$ cat config.mk
export PLATFORM = sky130hd
export DESIGN_NAME = seq_detector_prog
export DESIGN_NICKNAME = d
export VERILOG_FILES = /design/src/rtl/seq_detector_prog.sv
export SDC_FILE = /design/constraint.sdc
export NUM_CORES = 1
export LEC_CHECK = 0
export CORE_MARGIN = 10
export CORE_UTILIZATION = 30
export DETAILED_ROUTE_END_ITERATION = 6
export MAX_ROUTING_LAYER = met4
export SYNTH_ARGS = -nofsm -noshare
export SYNTH_HDL_FRONTEND = slang
export SYNTH_SLANG_ARGS = --single-unit
$ cat constraint.sdc
create_clock -name clk -period 3.21 [get_ports clk]
set_clock_uncertainty 0.05 [all_clocks]
set_input_delay 0.963 -clock clk [delete_from_list [all_inputs] [get_ports clk]]
set_output_delay 0.963 -clock clk [all_outputs]
set_load 0.02 [all_outputs]
$ cat src/rtl/seq_detector_prog.sv
// Programmable serial bit-pattern detector with runtime pattern/length/overlap,
// sample enable, saturating match counter and history fill status.
module seq_detector_prog #(
    parameter int unsigned         MAX_LEN     = 8,
    parameter int unsigned         LEN_W       = $clog2(MAX_LEN) + 1,
    parameter int unsigned         CNT_W       = 8,
    parameter logic [MAX_LEN-1:0]  RST_PATTERN = MAX_LEN'(8'b0000_1010),
    parameter int unsigned         RST_LEN     = 4,
    parameter logic                RST_OVERLAP = 1'b1
) (
    input  logic               clk,
    input  logic               rst_n,
    input  logic               en,
    input  logic               x,
    input  logic               cfg_load,
    input  logic [MAX_LEN-1:0] cfg_pattern,
    input  logic [LEN_W-1:0]   cfg_len,
    input  logic               cfg_overlap,
    input  logic               cnt_clr,
    output logic               z,
    output logic [CNT_W-1:0]   match_cnt,
    output logic               primed
);

    localparam logic [LEN_W-1:0] MaxLenL = LEN_W'(MAX_LEN);
    localparam logic [CNT_W-1:0] CntMax  = '1;

    logic [MAX_LEN-1:0] hist_q, hist_d;
    logic [LEN_W-1:0]   fill_q, fill_d;
    logic               z_q, z_d;
    logic [CNT_W-1:0]   cnt_q, cnt_d;
    logic [MAX_LEN-1:0] pat_q, pat_d;
    logic [LEN_W-1:0]   len_q, len_d;
    logic               ovl_q, ovl_d;

    logic [MAX_LEN-1:0] hist_n;
    logic [LEN_W-1:0]   fill_n;
    logic [MAX_LEN-1:0] len_mask;
    logic               hit;

    // Candidate history after a sample and the match decision on it
    always_comb begin
        hist_n = {hist_q[MAX_LEN-2:0], x};
        fill_n = (fill_q >= MaxLenL) ? MaxLenL : fill_q + LEN_W'(1);
        for (int unsigned i = 0; i < MAX_LEN; i++) begin
            len_mask[i] = (LEN_W'(i) < len_q);
        end
        hit = (len_q != '0) && (fill_n >= len_q) &&
              ((hist_n & len_mask) == (pat_q & len_mask));
    end

    // Next-state: cfg_load beats sampling and cnt_clr; idle edges hold history
    always_comb begin
        hist_d = hist_q;
        fill_d = fill_q;
        z_d    = 1'b0;
        cnt_d  = cnt_q;
        pat_d  = pat_q;
        len_d  = len_q;
        ovl_d  = ovl_q;
        if (cfg_load) begin
            pat_d  = cfg_pattern;
            len_d  = (cfg_len > MaxLenL) ? MaxLenL : cfg_len;
            ovl_d  = cfg_overlap;
            hist_d = '0;
            fill_d = '0;
            cnt_d  = '0;
        end else begin
            if (en) begin
                hist_d = hist_n;
                z_d    = hit;
                fill_d = (hit && !ovl_q) ? '0 : fill_n;
            end
            if (cnt_clr) begin
                cnt_d = '0;
            end else if (en && hit && (cnt_q != CntMax)) begin
                cnt_d = cnt_q + CNT_W'(1);
            end
        end
    end

    always_ff @(posedge clk or negedge rst_n) begin
        if (!rst_n) begin
            hist_q <= '0;
            fill_q <= '0;
            z_q    <= 1'b0;
            cnt_q  <= '0;
            pat_q  <= RST_PATTERN;
            len_q  <= LEN_W'(RST_LEN);
            ovl_q  <= RST_OVERLAP;
        end else begin
            hist_q <= hist_d;
            fill_q <= fill_d;
            z_q    <= z_d;
            cnt_q  <= cnt_d;
            pat_q  <= pat_d;
            len_q  <= len_d;
            ovl_q  <= ovl_d;
        end
    end

    assign z         = z_q;
    assign match_cnt = cnt_q;
    assign primed    = (len_q != '0) && (fill_q >= len_q);

endmodule
==> results.toml, run 1 <==
[logic_synthesis]
synth.avg_cell_area_sq_um = 10.8
ys_seq_elements = 33
syn_nets = 197
synth_mux_area_share_pct = 10.1
synth_top_family_by_area = "simple AND/OR/NAND/NOR gates"
synth-compound-area-share_pct = 12.4
synth_cells = 167
syn_area_sq_um = 1800
synthXorXnorAreaFrac_pct = 4.86
yosys_warnings = 0
synthSimpleGateAreaFrac_pct = 15.1
synth_cell_types = 41
ys_seq_area_share_pct = 46.1
synthAdderAreaFrac_pct = 7.63

[die]
dieHeight_microns = 97.5
dieWidth_microns = 97.5
ios = 29
coreArea_sq_um = 5890
initial_core_util_pct = 30.6
row_count = 28
dieArea_sq_um = 9510

[timing]
drv_slew = 0
rsz0062_at_grt = "no"
hold_viol = 0
fmax_mhz = 328
worstMarginPinSlew_ns = 0.429
period_share_pct = 95.0
relSlewSlack_pct = 71.4
setup_violations = 0
finalCriticalPeriod_ns = 3.05
setup_tns_ns = 0

[route]
first_iter_violations = 49
ant_nets = 0
drc = 0
drt-total-wl_mm = 3.92
viasPerCell = 4.86
vias = 1340
first_pass_iters = 5
wl_per_cell_microns = 14.2

[worst_hold_path]
holdCritStartpoint = "pat_q[5]"
worstHoldEndpoint = "pat_q[5]"
holdPathStages = 1
hold_class = "reg -> reg"

[finish]
final_cell_mix = "dfrtp_1 (28), clkdlybuf4s50_1 (27), nor2_1 (14), ha_1 (11)"
synthToLayoutAreaGrowth_pct = 27.4
nFillCells = 607
multi_input_area_sq_um = 903
insertedDiodeCount = 0
ff_latch_area_sq_um = 832
final_cell_count_no_fill = 276
layout_commonest_cell = "dfrtp_1"
drive_above_1_share_pct = 16.4
num-nets-final = 230

[placement]
portBuffers = 28
placed_cells = 268
dpl.hpwl_mm = 2.90
gp_congestion = 0.779

[critical_path]
rr_endpoint = "match_cnt[5]"
r2r-start = "fill_q[1]"
crit_fanout = 5
worst-r2r-setup-slack_ns = 0.68
r2r_cells = 9
worst-setup-path-type = "reg -> out"
cp-start-kind = "flip-flop"
end_kind = "output pin"
required_ns = 2.20
cp.arrival_ns = 2.04

[clocking]
insertion_delay_ns = 0.29
clk_pin_slew_ns = 0.07
cts-buffers-inserted = 5
htreeDepth = 2
cts_root_buffer = "clkbuf_8"
cts.sinks = 33
cts_tree = "yes"
cts_buffer_depth = 2
postCtsHoldBufs = 0

[global_route]
grt_pass1_wl_mm = 6.84
antenna_found_initial = 0
grt_usage_pct = 8.93
grt_max_degree = 34
grt_pass1_vias = 1386
gr-total-overflow = 0

[pwr]
power_leakage_nw = 0.976
ir_worst_vdd_v = 0.000182
power_per_cell_area_nw_per_um2 = 444

[run]
maxCapViolCount = 0

[status]
status = "complete, no violations"
==> metrics by stage <==
| stage | util (%) | hold slack [ns] | instance area (sq um) | setup WS, ns | power, mW |
|---|---|---|---|---|---|
| 2_1_floorplan | - | 0.451 | 1800 | 0.771 | 0.559 |
| 3_3_place_gp | 37.0 | 0.470 | 2180 | 0.211 | 0.619 |
| 3_5_place_dp | 37.0 | 0.475 | 2180 | 0.159 | 0.621 |
| 4_1_cts | 39.0 | 0.490 | 2290 | 0.0653 | 1.03 |
| 5_1_grt | 39.0 | 0.501 | 2300 | 0.0151 | 1.08 |
| 6_report | 39.0 | 0.489 | 2300 | 0.161 | 1.02 |
==> synthesized netlist by cell type <==
cell / count / share of area, %
dfrtp_1: 29 / 40
nor2_1: 14 / 2.9
ha_1: 11 / 7.6
inv_1: 9 / 1.9
mux2_2: 9 / 5.6
mux2i_1: 8 / 4.4
nand2_1: 7 / 1.5
xnor2_1: 7 / 3.4
a21oi_1: 6 / 1.7
o21ai_0: 6 / 1.7
or4_1: 5 / 2.1
a32o_1: 4 / 2.2
clkbuf_1: 4 / 0.83
dfstp_2: 4 / 5.8
nand3_1: 3 / 0.83
nand3b_1: 3 / 1.2
nor2b_1: 3 / 1.0
o22ai_1: 3 / 1.0
o31ai_1: 3 / 1.2
xor2_1: 3 / 1.5
a21o_1: 2 / 0.83
a31o_2: 2 / 0.97
nand2b_1: 2 / 0.69
o211ai_1: 2 / 0.83
or2_2: 2 / 0.69
a2111oi_0: 1 / 0.49
a211oi_1: 1 / 0.42
a221o_1: 1 / 0.56
buf_1: 1 / 0.21
buf_2: 1 / 0.28
buf_6: 1 / 0.62
nand4_1: 1 / 0.35
nand4_2: 1 / 0.69
nor3_1: 1 / 0.28
nor3_2: 1 / 0.56
nor3b_1: 1 / 0.42
nor4_2: 1 / 0.69
nor4b_1: 1 / 0.49
o31a_1: 1 / 0.49
or2_1: 1 / 0.35
or3_1: 1 / 0.35
==> metal layers <==
metal	up-vias	global-route usage (%)	routed length, microns
met2	24	12.5	1670
met4	0	4.36	79
met5	-	-	0
met3	8	2.70	115
met1	641	11.3	2050
li1	667	-	-
==> power breakdown <==
group | leakage (nW) | internal, mW | total [mW] | switching, mW
clock | 0.0585 | 0.253 | 0.409 | 0.156
sequential | 0.426 | 0.439 | 0.460 | 0.0205
combinational | 0.491 | 0.0794 | 0.150 | 0.0706
==> worst max-delay path by stage <==
stage	start	to	slack, ns	cells after the start
6_report	fill_q[0]	primed	0.16	8
5_1_grt	fill_q[0]	primed	0.02	8
4_1_cts	fill_q[0]	primed	0.07	8
3_5_place_dp	fill_q[0]	primed	0.16	8
3_3_place_gp	fill_q[0]	primed	0.21	8
2_1_floorplan	en	match_cnt[7]	0.77	5
==> worst max-delay path, stage by stage (launching register included) <==
cell and delay (ns):
dfrtp_2 0.41, inv_1 0.07, ha_1 0.28, nand2b_1 0.14, a21o_1 0.17, a21o_1 0.17
a21oi_1 0.13, nor2_1 0.06, clkdlybuf4s15_1 0.31
==> sequential cells by signal, indices dropped and copies added (netlist names) <==
| register | flops |
|---|---|
| match_cnt | 8 |
| pat_q | 8 |
| hist_q | 7 |
| fill_q | 4 |
| len_q | 4 |
| ovl_q | 1 |
| z | 1 |
==> area by class of cell <==
class                   instances  share of cell area (%)
repair buffers                 33                    13.8
clock buffers                   7                    3.76
well taps                      75                    4.08
clock inverters                 1                    1.31
inverters                       9                    1.47
multi-input cells             118                    39.3
flip-flops and latches         33                    36.2
==> logic make-up (layout without fill, tap and decap cells) <==
kind of cell,after synthesis,count (layout)
flip-flops,33,33
adder cells (fa/ha/maj),11,11
AO/OA/AOI/OAI,32,32
multiplexers,17,17
buffers and inverters,16,50
AND/OR/NAND/NOR,48,48
XOR/XNOR,10,10
==> repair_timing <==
item,4_1_cts,5_1_grt
buffers inserted,0,0
gates resized for setup,1,2
endpoints found under the hold margin,0,0
setup endpoints to repair,1,1
Note: power is estimated with default switching activity, not from simulation.
==> inputs of run 2 (changes only) <==
--- a/config.mk
+++ b/config.mk
@@ -9,6 +9,7 @@
 export CORE_UTILIZATION = 30
 export DETAILED_ROUTE_END_ITERATION = 6
 export MAX_ROUTING_LAYER = met4
+export RECOVER_POWER = 100
 export SYNTH_ARGS = -nofsm -noshare
 export SYNTH_HDL_FRONTEND = slang
 export SYNTH_SLANG_ARGS = --single-unit
==> run 2 against run 1 <==
Sequential share of layout area rose by 0.36 points. Non-clock buffer count unchanged. Combinational power down 3%. Fmax is the same. Clock-buffer cell count did not move. Worst hold slack barely moved. Global-route usage stayed put. Worst setup slack about the same. Utilization fell by 0.38 points. First-iteration DRC count rose by 4.1%. Clock power is essentially flat. Critical path type unchanged. Critical endpoint unchanged. Highest routed layer unchanged.
==> results.toml, run 2 (same netlist as run 1, synthesis figures left out) <==
[placement]
gp_congestion = 0.779
portBuffers = 28
dpl.hpwl_mm = 2.90
placed_cells = 268

[critical_path]
cp.arrival_ns = 2.04
cp-start-kind = "flip-flop"
crit_fanout = 5
worst-setup-path-type = "reg -> out"
end_kind = "output pin"
required_ns = 2.20

[die]
dieHeight_microns = 97.5
dieWidth_microns = 97.5
initial_core_util_pct = 30.6
dieArea_sq_um = 9510
coreArea_sq_um = 5890
row_count = 28
ios = 29

[timing]
period_share_pct = 95.0
hold_viol = 0
fmax_mhz = 328
drv_slew = 0
finalCriticalPeriod_ns = 3.05
setup_tns_ns = 0
setup_violations = 0
worstMarginPinSlew_ns = 1.20
rsz0062_at_grt = "no"
whs_ns = 0.489
relSlewSlack_pct = 19.8

[route]
first_iter_violations = 51
viasPerCell = 4.86
first_pass_iters = 4
drc = 0
vias = 1340
drt-total-wl_mm = 3.92
wl_per_cell_microns = 14.2
ant_nets = 0

[finish]
layout_commonest_cell = "dfrtp_1"
final_core_util_pct = 38.6
synthToLayoutAreaGrowth_pct = 26.2
final_cell_mix = "dfrtp_1 (28), nor2_1 (14), clkdlybuf4s50_1 (14), dlygate4sd3_1 (13), ha_1 (11)"
final_cell_count_no_fill = 276
insertedDiodeCount = 0
num-nets-final = 230
drive_above_1_share_pct = 13.9

[worst_hold_path]
hold_class = "reg -> reg"

[global_route]
grt_use_met1_pct = 11.3
gr-total-overflow = 0
use_met2_pct = 12.5
grt_pass1_vias = 1386
grt_most_used_layer = "met2"
grt_max_degree = 34
antenna_found_initial = 0
grt_pass1_wl_mm = 6.84
use_met3_pct = 2.70
grt_usage_pct = 8.93

[clocking]
clk_pin_slew_ns = 0.07
cts.sinks = 33
cts_buffer_depth = 2
cts_tree = "yes"
cts_root_buffer = "clkbuf_8"
cts_setup_buffers = 0
cts-buffers-inserted = 5
insertion_delay_ns = 0.29
htreeDepth = 2

[status]
status = "complete, no violations"

[pwr]
ir_worst_vdd_v = 0.000182
power_leakage_nw = 0.993
power_per_cell_area_nw_per_um2 = 445
power_mw = 1.01

[run]
maxCapViolCount = 0
-- run 2: metal layers --
metal | share of wire [%] | vias up
met5 | 0 | -
li1 | - | 668
met2 | 43 | 25
met3 | 3.1 | 6
met4 | 1.6 | 0
met1 | 52 | 641
-- run 2: where the power goes --
part | internal [mW] | leakage (nW) | switching (mW)
sequential | 0.439 | 0.426 | 0.0206
clock | 0.253 | 0.0585 | 0.155
combinational | 0.0765 | 0.509 | 0.0682
-- run 2: critical path: stages, from the launching register on --
cell and delay, ns:
dfrtp_2 0.41, inv_1 0.07, ha_1 0.28, nand2b_1 0.14, a21o_1 0.17, a21o_1 0.17
a21oi_1 0.13, nor2_1 0.06, clkdlybuf4s15_1 0.31
-- run 2: layout make-up --
class	instances	area (sq um)
fillers	612	3610
multi-input cells	118	892
flip-flops and latches	33	832
repair buffers	33	307
well taps	75	93.8
clock buffers	7	86.3
inverters	9	33.8
clock inverters	1	30.0
-- run 2: path summary, 6_finish.rpt --
| kind | slack (ns) | depth (start not counted) | end | start |
|---|---|---|---|---|
| worst max-delay path | 0.16 | 8 | primed | fill_q[0] |
| worst min-delay path | 0.49 | 1 | pat_q[5] | pat_q[5] |
| worst max register to register | 0.51 | 10 | match_cnt[1] | fill_q[1] |
| worst min register to register | 0.49 | 1 | pat_q[5] | pat_q[5] |
| max in group asynchronous | 1.66 | 2 | ovl_q | rst_n |
| min in group asynchronous | 1.10 | 2 | len_q[3] | rst_n |
-- run 2: stage by stage --
stage               instance area [sq um]  setup slack, ns
floorplan                            1800            0.771
global placement                     2180            0.211
detailed placement                   2180            0.159
CTS                                  2290           0.0653
global route                         2270           0.0151
finish                               2270            0.161
-- run 2: what timing repair did --
| action | in CTS | in global routing |
|---|---|---|
| hold endpoints to repair | 0 | 0 |
| endpoints found under the setup margin | 1 | 1 |
| hold buffers | 0 | 0 |
| pin swaps | 0 | 0 |
| resized for setup | 1 | 2 |
